--- config.mk ---
export PLATFORM = sky130hd
export DESIGN_NAME = seq_pattern_detector
export DESIGN_NICKNAME = d
export VERILOG_FILES = /design/src/rtl/seq_pattern_detector.sv
export SDC_FILE = /design/constraint.sdc
export NUM_CORES = 1
export LEC_CHECK = 0
export CAP_MARGIN = 20
export CORE_MARGIN = 1
export CORE_UTILIZATION = 26
export DETAILED_ROUTE_END_ITERATION = 10
export PLACE_DENSITY = 0.49
export SLEW_MARGIN = 20
export SYNTH_ARGS = -nofsm -noshare
export SYNTH_HDL_FRONTEND = slang
export SYNTH_SLANG_ARGS = --single-unit
--- constraint.sdc ---
create_clock -name CLK -period 2.75 [get_ports CLK]
set_input_delay 0.4125 -clock CLK [delete_from_list [all_inputs] [get_ports CLK]]
set_output_delay 0.4125 -clock CLK [all_outputs]
set_load 0.05 [all_outputs]
--- src/rtl/seq_pattern_detector.sv ---
// Serial pattern detector: shifts one bit of A per enabled edge, pulses Y when the
// last N samples equal the loadable pattern, and keeps a saturating match count.
module seq_pattern_detector #(
  parameter int             N       = 3,
  parameter logic [N-1:0]   PATTERN = 3'b101,
  parameter bit             OVERLAP = 1'b1,
  parameter int             CNT_W   = 8
) (
  input  logic             CLK,
  input  logic             RESET,
  input  logic             EN,
  input  logic             A,
  input  logic             LOAD,
  input  logic [N-1:0]     PAT_IN,
  input  logic             CLR_CNT,
  output logic             Y,
  output logic [CNT_W-1:0] MATCH_CNT,
  output logic             SAT
);

  localparam int                FILL_W    = $clog2(N + 1);
  localparam logic [FILL_W-1:0] FILL_FULL = FILL_W'(N);

  logic [N-1:0]      pat_q,  pat_d;
  logic [N-1:0]      hist_q, hist_d;
  logic [FILL_W-1:0] fill_q, fill_d;
  logic              y_q,    y_d;
  logic [CNT_W-1:0]  cnt_q,  cnt_d;
  logic              sat_q,  sat_d;

  logic [N-1:0]      hist_nxt;
  logic [FILL_W-1:0] fill_nxt;
  logic [CNT_W-1:0]  cnt_inc;
  logic              match;

  always_comb begin
    pat_d    = pat_q;
    hist_d   = hist_q;
    fill_d   = fill_q;
    y_d      = 1'b0;
    cnt_d    = cnt_q;
    sat_d    = sat_q;
    match    = 1'b0;
    hist_nxt = {hist_q[N-2:0], A};
    fill_nxt = (fill_q == FILL_FULL) ? fill_q : fill_q + FILL_W'(1);
    cnt_inc  = cnt_q + CNT_W'(1);

    // A load restarts the history and swallows the bit presented on the same edge
    if (LOAD) begin
      pat_d  = PAT_IN;
      hist_d = '0;
      fill_d = '0;
    end else if (EN) begin
      hist_d = hist_nxt;
      fill_d = fill_nxt;
      match  = (fill_nxt == FILL_FULL) && (hist_nxt == pat_q);
      if (match) begin
        y_d = 1'b1;
        if (!OVERLAP) fill_d = '0;
      end
    end

    // Clear wins over a coincident match; the count never wraps
    if (CLR_CNT) begin
      cnt_d = '0;
      sat_d = 1'b0;
    end else if (match && !(&cnt_q)) begin
      cnt_d = cnt_inc;
      sat_d = sat_q | (&cnt_inc);
    end
  end

  always_ff @(posedge CLK) begin
    if (RESET) begin
      pat_q  <= PATTERN;
      hist_q <= '0;
      fill_q <= '0;
      y_q    <= 1'b0;
      cnt_q  <= '0;
      sat_q  <= 1'b0;
    end else begin
      pat_q  <= pat_d;
      hist_q <= hist_d;
      fill_q <= fill_d;
      y_q    <= y_d;
      cnt_q  <= cnt_d;
      sat_q  <= sat_d;
    end
  end

  assign Y         = y_q;
  assign MATCH_CNT = cnt_q;
  assign SAT       = sat_q;

endmodule

==> out/results.ini, run 1 <==
[synth]
yosysTopAreaCell = dfxtp_1
yosys.area.top_type_share_pct = 37.7
ys_types = 39
synth.most_common_cell = dfxtp_1
yosys-top-cells-area = dfxtp_1 (38%), nor3_1 (5.5%), a21oi_1 (4.4%)
yosys_warnings = 0
synth_nets = 111
synth_seq_area_share_pct = 37.7
synth_area_um2 = 902
async_flop_share_pct = 0
synth.avg_cell_area_um2 = 9.02
ys_seq_elements = 17
synth_common_cells = dfxtp_1 (17), nor3_1 (10), a21oi_1 (8), nor2_1 (7), nand2_1 (6)
synth_edf_count = 0
syn_inst = 100
synth-main-ff-cell = dfxtp_1

[drt]
vias_per_cell = 4.80
dr.pass1.iters = 3
wire_per_inst_um = 11.6
drc = 0
ant_nets = 0
routed_wl_mm = 1.90
via_count = 782
drtIter0Drc = 54

[power]
p_int_uw = 330
vdd_drop_max_v = 0.000278
power_density_mw_per_mm2 = 382
clock_power_share_pct = 32.2
p_leak_uw = 0.000367
p_seq_share_pct = 58.6
finalPower_uw = 434
swShare_pct = 23.9
combPwrFrac_pct = 9.2
p_switching_uw = 104

[timing]
clock_skew_ps = 8.17
setup-violations-final = 0
final.period_utilization_pct = 74.8
finalMaxSlewViolations = 0
post-route-min-period_ps = 2060
slew_headroom_pct = 67.2
finalHoldViolations = 0
rsz0062_at_grt = false
worst_pin_slew_ps = 491
fin_setup_tns_ps = 0
max_clock_freq_ghz = 0.486

[clocking]
clkSlewWorstSetupHoldPaths_ps = 110
cts_max_level = 1
postCtsSetupBuffers = 0
cts.path.max_buffers = 2
root_buffer = clkbuf_4
clock_sinks = 17
cts_resized = 0
cts_buffers = 3
cts_tree = done
worstSkewPairLatency_ps = 290
cts_hold_buf = 0

[final_layout]
antenna_cells = 0
drive_above_1_share_pct = 14.5
nNetsFinal = 129
fin_area_mm2 = 0.00114
areaGrowthSynthToFinish_pct = 26.1
layout.cells.non_filler = 163

[hold_path]
hold_path.class = flop to flop
hold_start = SAT

[setup_path]
critPathLaunch = MATCH_CNT[3]
r2r_end = MATCH_CNT[5]
reg2reg_from = MATCH_CNT[1]
slowest_stage = clkdlybuf4s50_1
ff2ff_setup_slack_ps = 990
crit_buf_inv = 1
critPathTopFamily = buffers and inverters
worstPathRequired_ps = 2340
crit_type = flop to output pin
endpoint = MATCH_CNT[3]
cpPeakStageDelay_ps = 860
cp_max_fo = 9
end_kind = output pin
critPathLaunchType = flop
worst-r2r-cell-count = 5
crit_cells = 1
path_cells = clkdlybuf4s50_1
crit_arrival_ps = 1640

[global_routing]
antenna_found_initial = 0
grt_pass1_wl_mm = 3.35
grt_max_degree = 12
grt_pass1_vias = 765
grt_overflow = 0
track_usage_pct = 12.3

[placed_design]
hpwl_mm = 1.48
placedCellCount = 159
gp_congestion = 0.774
placed_area_mm2 = 0.00111
io_buffer_count = 18

[die]
die_w_um = 60.9
die_y_um = 60.9
fp.coreArea_mm2 = 0.00334
rows = 21
fp.dieArea_mm2 = 0.00371
start_util_pct = 27.0
ios = 19

[run_status]
status = finished clean

[run]
drv_cap = 0

==> worst min path at each step <==
stage	end	slack (ps)	cells after the start
final	SAT	480	2
after global routing	SAT	510	2
after CTS	SAT	490	2
after detailed placement	SAT	470	2
after global placement	SAT	470	2
after floorplan	fill_q[0]	480	2
==> sequential cells by signal (all words and copies together) (netlist names) <==
signal and cells:
MATCH_CNT 8, hist_q 2, Y 1, pat_q 3, fill_q 2, SAT 1
==> metrics by stage <==
| step | utilization [%] | setup WS [ps] | hold WS, ps |
|---|---|---|---|
| CTS | 34.1 | 676 | 493 |
| global placement | 33.3 | 537 | 471 |
| floorplan | - | 830 | 478 |
| global route | 34.1 | 601 | 512 |
| finish | 34.1 | 693 | 485 |
| detailed placement | 33.3 | 467 | 472 |
==> cells in the final DEF, fill, tap and decap left out, types with 3 or more instances in the layout <==
master            n
nor3_1           10
nor2_1            7
nand3_1           5
mux2i_1           4
nand2_1           6
dfxtp_1          17
clkdlybuf4s50_1  18
a21oi_1           8
clkbuf_4          3
o21ai_0           3
==> metal layers <==
layer | wire (um) | vias up | track usage (%)
met1 | 865 | 367 | 14.2
li1 | - | 400 | -
met2 | 944 | 13 | 22.1
met3 | 68 | 2 | 3.84
met5 | 0 | - | 0
met4 | 19 | 0 | 2.92
==> final cells by class <==
| cell class | instances | area [um2] |
|---|---|---|
| clock buffers | 4 | 26.3 |
| fillers | 362 | 2200 |
| inverters | 2 | 7.51 |
| multi-input cells | 75 | 518 |
| flip-flops and latches | 17 | 340 |
| well taps | 46 | 57.6 |
| repair buffers | 19 | 188 |
==> power groups by stage <==
stage | sequential (uW) | combinational [uW] | clock [uW]
final | 254 | 39.8 | 140
after global routing | 255 | 43.8 | 159
after CTS | 255 | 40.5 | 148
after detailed placement | 260 | 40.5 | 0
after global placement | 260 | 40.0 | 0
after floorplan | 259 | 25.9 | 0
==> cell families (layout without fill, tap and decap cells) <==
group,after synthesis,in the layout,share of synthesized area (%)
AOI/OAI and AO/OA,21,21,16.1
xor gates and xnor gates,3,3,4.58
adders and majority gates,2,2,2.77
buffers and inverters,8,25,4.85
DFF,17,17,37.7
muxes,4,4,4.44
and+or+nand+nor,45,45,29.5
No activity file was read; power rests on OpenSTA's default activity.
==> run 2: changes to the inputs <==
==> constraint.sdc (replaced) <==
create_clock -name CLK -period 2 [get_ports CLK]
set_input_delay 0.3 -clock CLK [delete_from_list [all_inputs] [get_ports CLK]]
set_output_delay 0.3 -clock CLK [all_outputs]
set_load 0.05 [all_outputs]
==> run 2 against run 1 <==
Compared with the run above:
- die area unchanged
- via count increased by 3.5%
- first-iteration DRC count decreased by 63%
- total power increased by 37%
- critical path type unchanged
- critical endpoint is now MATCH_CNT[1]
- highest routed layer unchanged
==> out/results.ini, run 2 (synthesis gave the netlist of run 1 again) <==
[power]
p_int_uw = 456
combPwrFrac_pct = 9.7
p_seq_share_pct = 58.8
swShare_pct = 23.3
clock_power_share_pct = 31.5
p_leak_uw = 0.000423
p_switching_uw = 138
vdd_drop_max_v = 0.000271
power_density_mw_per_mm2 = 507

[setup_path]
critPathLaunchType = flop
path_cells = clkdlybuf4s50_1
cp_max_fo = 6
r2r_end = SAT
slowest_stage = clkdlybuf4s50_1
crit_arrival_ps = 1610
reg2reg_from = MATCH_CNT[1]
crit_buf_inv = 1
crit_type = flop to output pin
worstPathRequired_ps = 1700
cpPeakStageDelay_ps = 850
critPathTopFamily = buffers and inverters
ff2ff_setup_slack_ps = 370
worst-r2r-cell-count = 5
end_kind = output pin

[drt]
wire_per_inst_um = 11.5
via_count = 809
dr.pass1.iters = 4
vias_per_cell = 4.84
ant_nets = 0
routed_wl_mm = 1.92
drc = 0
drtIter0Drc = 20

[hold_path]
hold_start = SAT
min_path_cells = 2
hold_path_end = SAT
hold_path.class = flop to flop

[final_layout]
largest_register_ffs = 8
final_common_cell = dfxtp_1
final_cell_mix = dfxtp_1 (17), clkdlybuf4s50_1 (16), nor3_1 (10)
areaGrowthSynthToFinish_pct = 30.0
nNetsFinal = 133
n_fill_cell = 361
final_util_pct = 35.1
layout.cells.non_filler = 167
antenna_cells = 0
drive_above_1_share_pct = 17.4

[timing]
finalHoldViolations = 0
setup-violations-final = 0
post-route-min-period_ps = 1910
clock_skew_ps = 8.87
rsz0062_at_grt = false
max_clock_freq_ghz = 0.523
fin_setup_tns_ps = 0
worst_pin_slew_ps = 499
slew_headroom_pct = 66.7
final.period_utilization_pct = 95.7
finalMaxSlewViolations = 0

[clocking]
clkSlewWorstSetupHoldPaths_ps = 100
clock_sinks = 17
cts_resized = 0
cts.path.max_buffers = 2
root_buffer = clkbuf_4
worstSkewPairLatency_ps = 290
postCtsSetupBuffers = 0
cts_buffers = 3
cts_hold_buf = 0
cts_tree = done
cts_max_level = 1

[placed_design]
hpwl_mm = 1.47
gp_congestion = 0.785
io_buffer_count = 18
placedCellCount = 163

[global_routing]
track_usage_pct = 11.8
antenna_found_initial = 0
grt_pass1_wl_mm = 3.18
grt_pass1_vias = 758
grt_overflow = 0
grt_max_degree = 11

[die]
die_w_um = 60.9
die_y_um = 60.9
start_util_pct = 27.0
fp.dieArea_mm2 = 0.00371
rows = 21
fp.coreArea_mm2 = 0.00334
ios = 19

[run]
drv_cap = 0

[run_status]
status = finished clean

[run 2: how the worst max path moves through the flow]
stage | start | depth (start not counted) | slack, ps | endpoint
2_1_floorplan | MATCH_CNT[1] | 5 | 80 | MATCH_CNT[5]
3_3_place_gp | RESET | 5 | 170 | SAT
3_5_place_dp | RESET | 5 | 130 | SAT
4_1_cts | MATCH_CNT[2] | 1 | 40 | MATCH_CNT[2]
5_1_grt | MATCH_CNT[1] | 1 | 40 | MATCH_CNT[1]
6_report | MATCH_CNT[1] | 1 | 90 | MATCH_CNT[1]
[run 2: area by class of cell]
| type | instances | area, um2 | share of cell area (%) |
|---|---|---|---|
| Inverter | 2 | 7.51 | 0.640 |
| Tap cell | 46 | 57.6 | 4.91 |
| Clock buffer | 4 | 26.3 | 2.24 |
| Multi-Input combinational cell | 75 | 518 | 44.2 |
| Timing Repair Buffer | 23 | 223 | 19.0 |
| Sequential cell | 17 | 340 | 29.0 |
[run 2: power by group through the flow]
stage	combinational [uW]	sequential (uW)	clock, uW
finish	57.8	350	187
global route	63.6	350	208
CTS	58.6	350	197
detailed placement	58.5	358	0
global placement	57.4	358	0
floorplan	35.6	357	0
[run 2: metrics by stage]
step	total power, uW	setup slack [ps]	instance area, um2	hold slack [ps]
6_report	595	86.2	1170	496
3_5_place_dp	416	134	1140	486
3_3_place_gp	415	166	1140	468
2_1_floorplan	392	80.0	902	427
4_1_cts	606	38.4	1170	503
5_1_grt	622	36.2	1170	513
[run 2: layer usage]
metal / global-route usage (%) / vias to the layer above / share of wire, %
met5: 0 / - / 0
met2: 20.9 / 17 / 48
met1: 12.5 / 375 / 45
met3: 4.05 / 6 / 4.2
li1: - / 411 / -
met4: 5.52 / 0 / 2.4
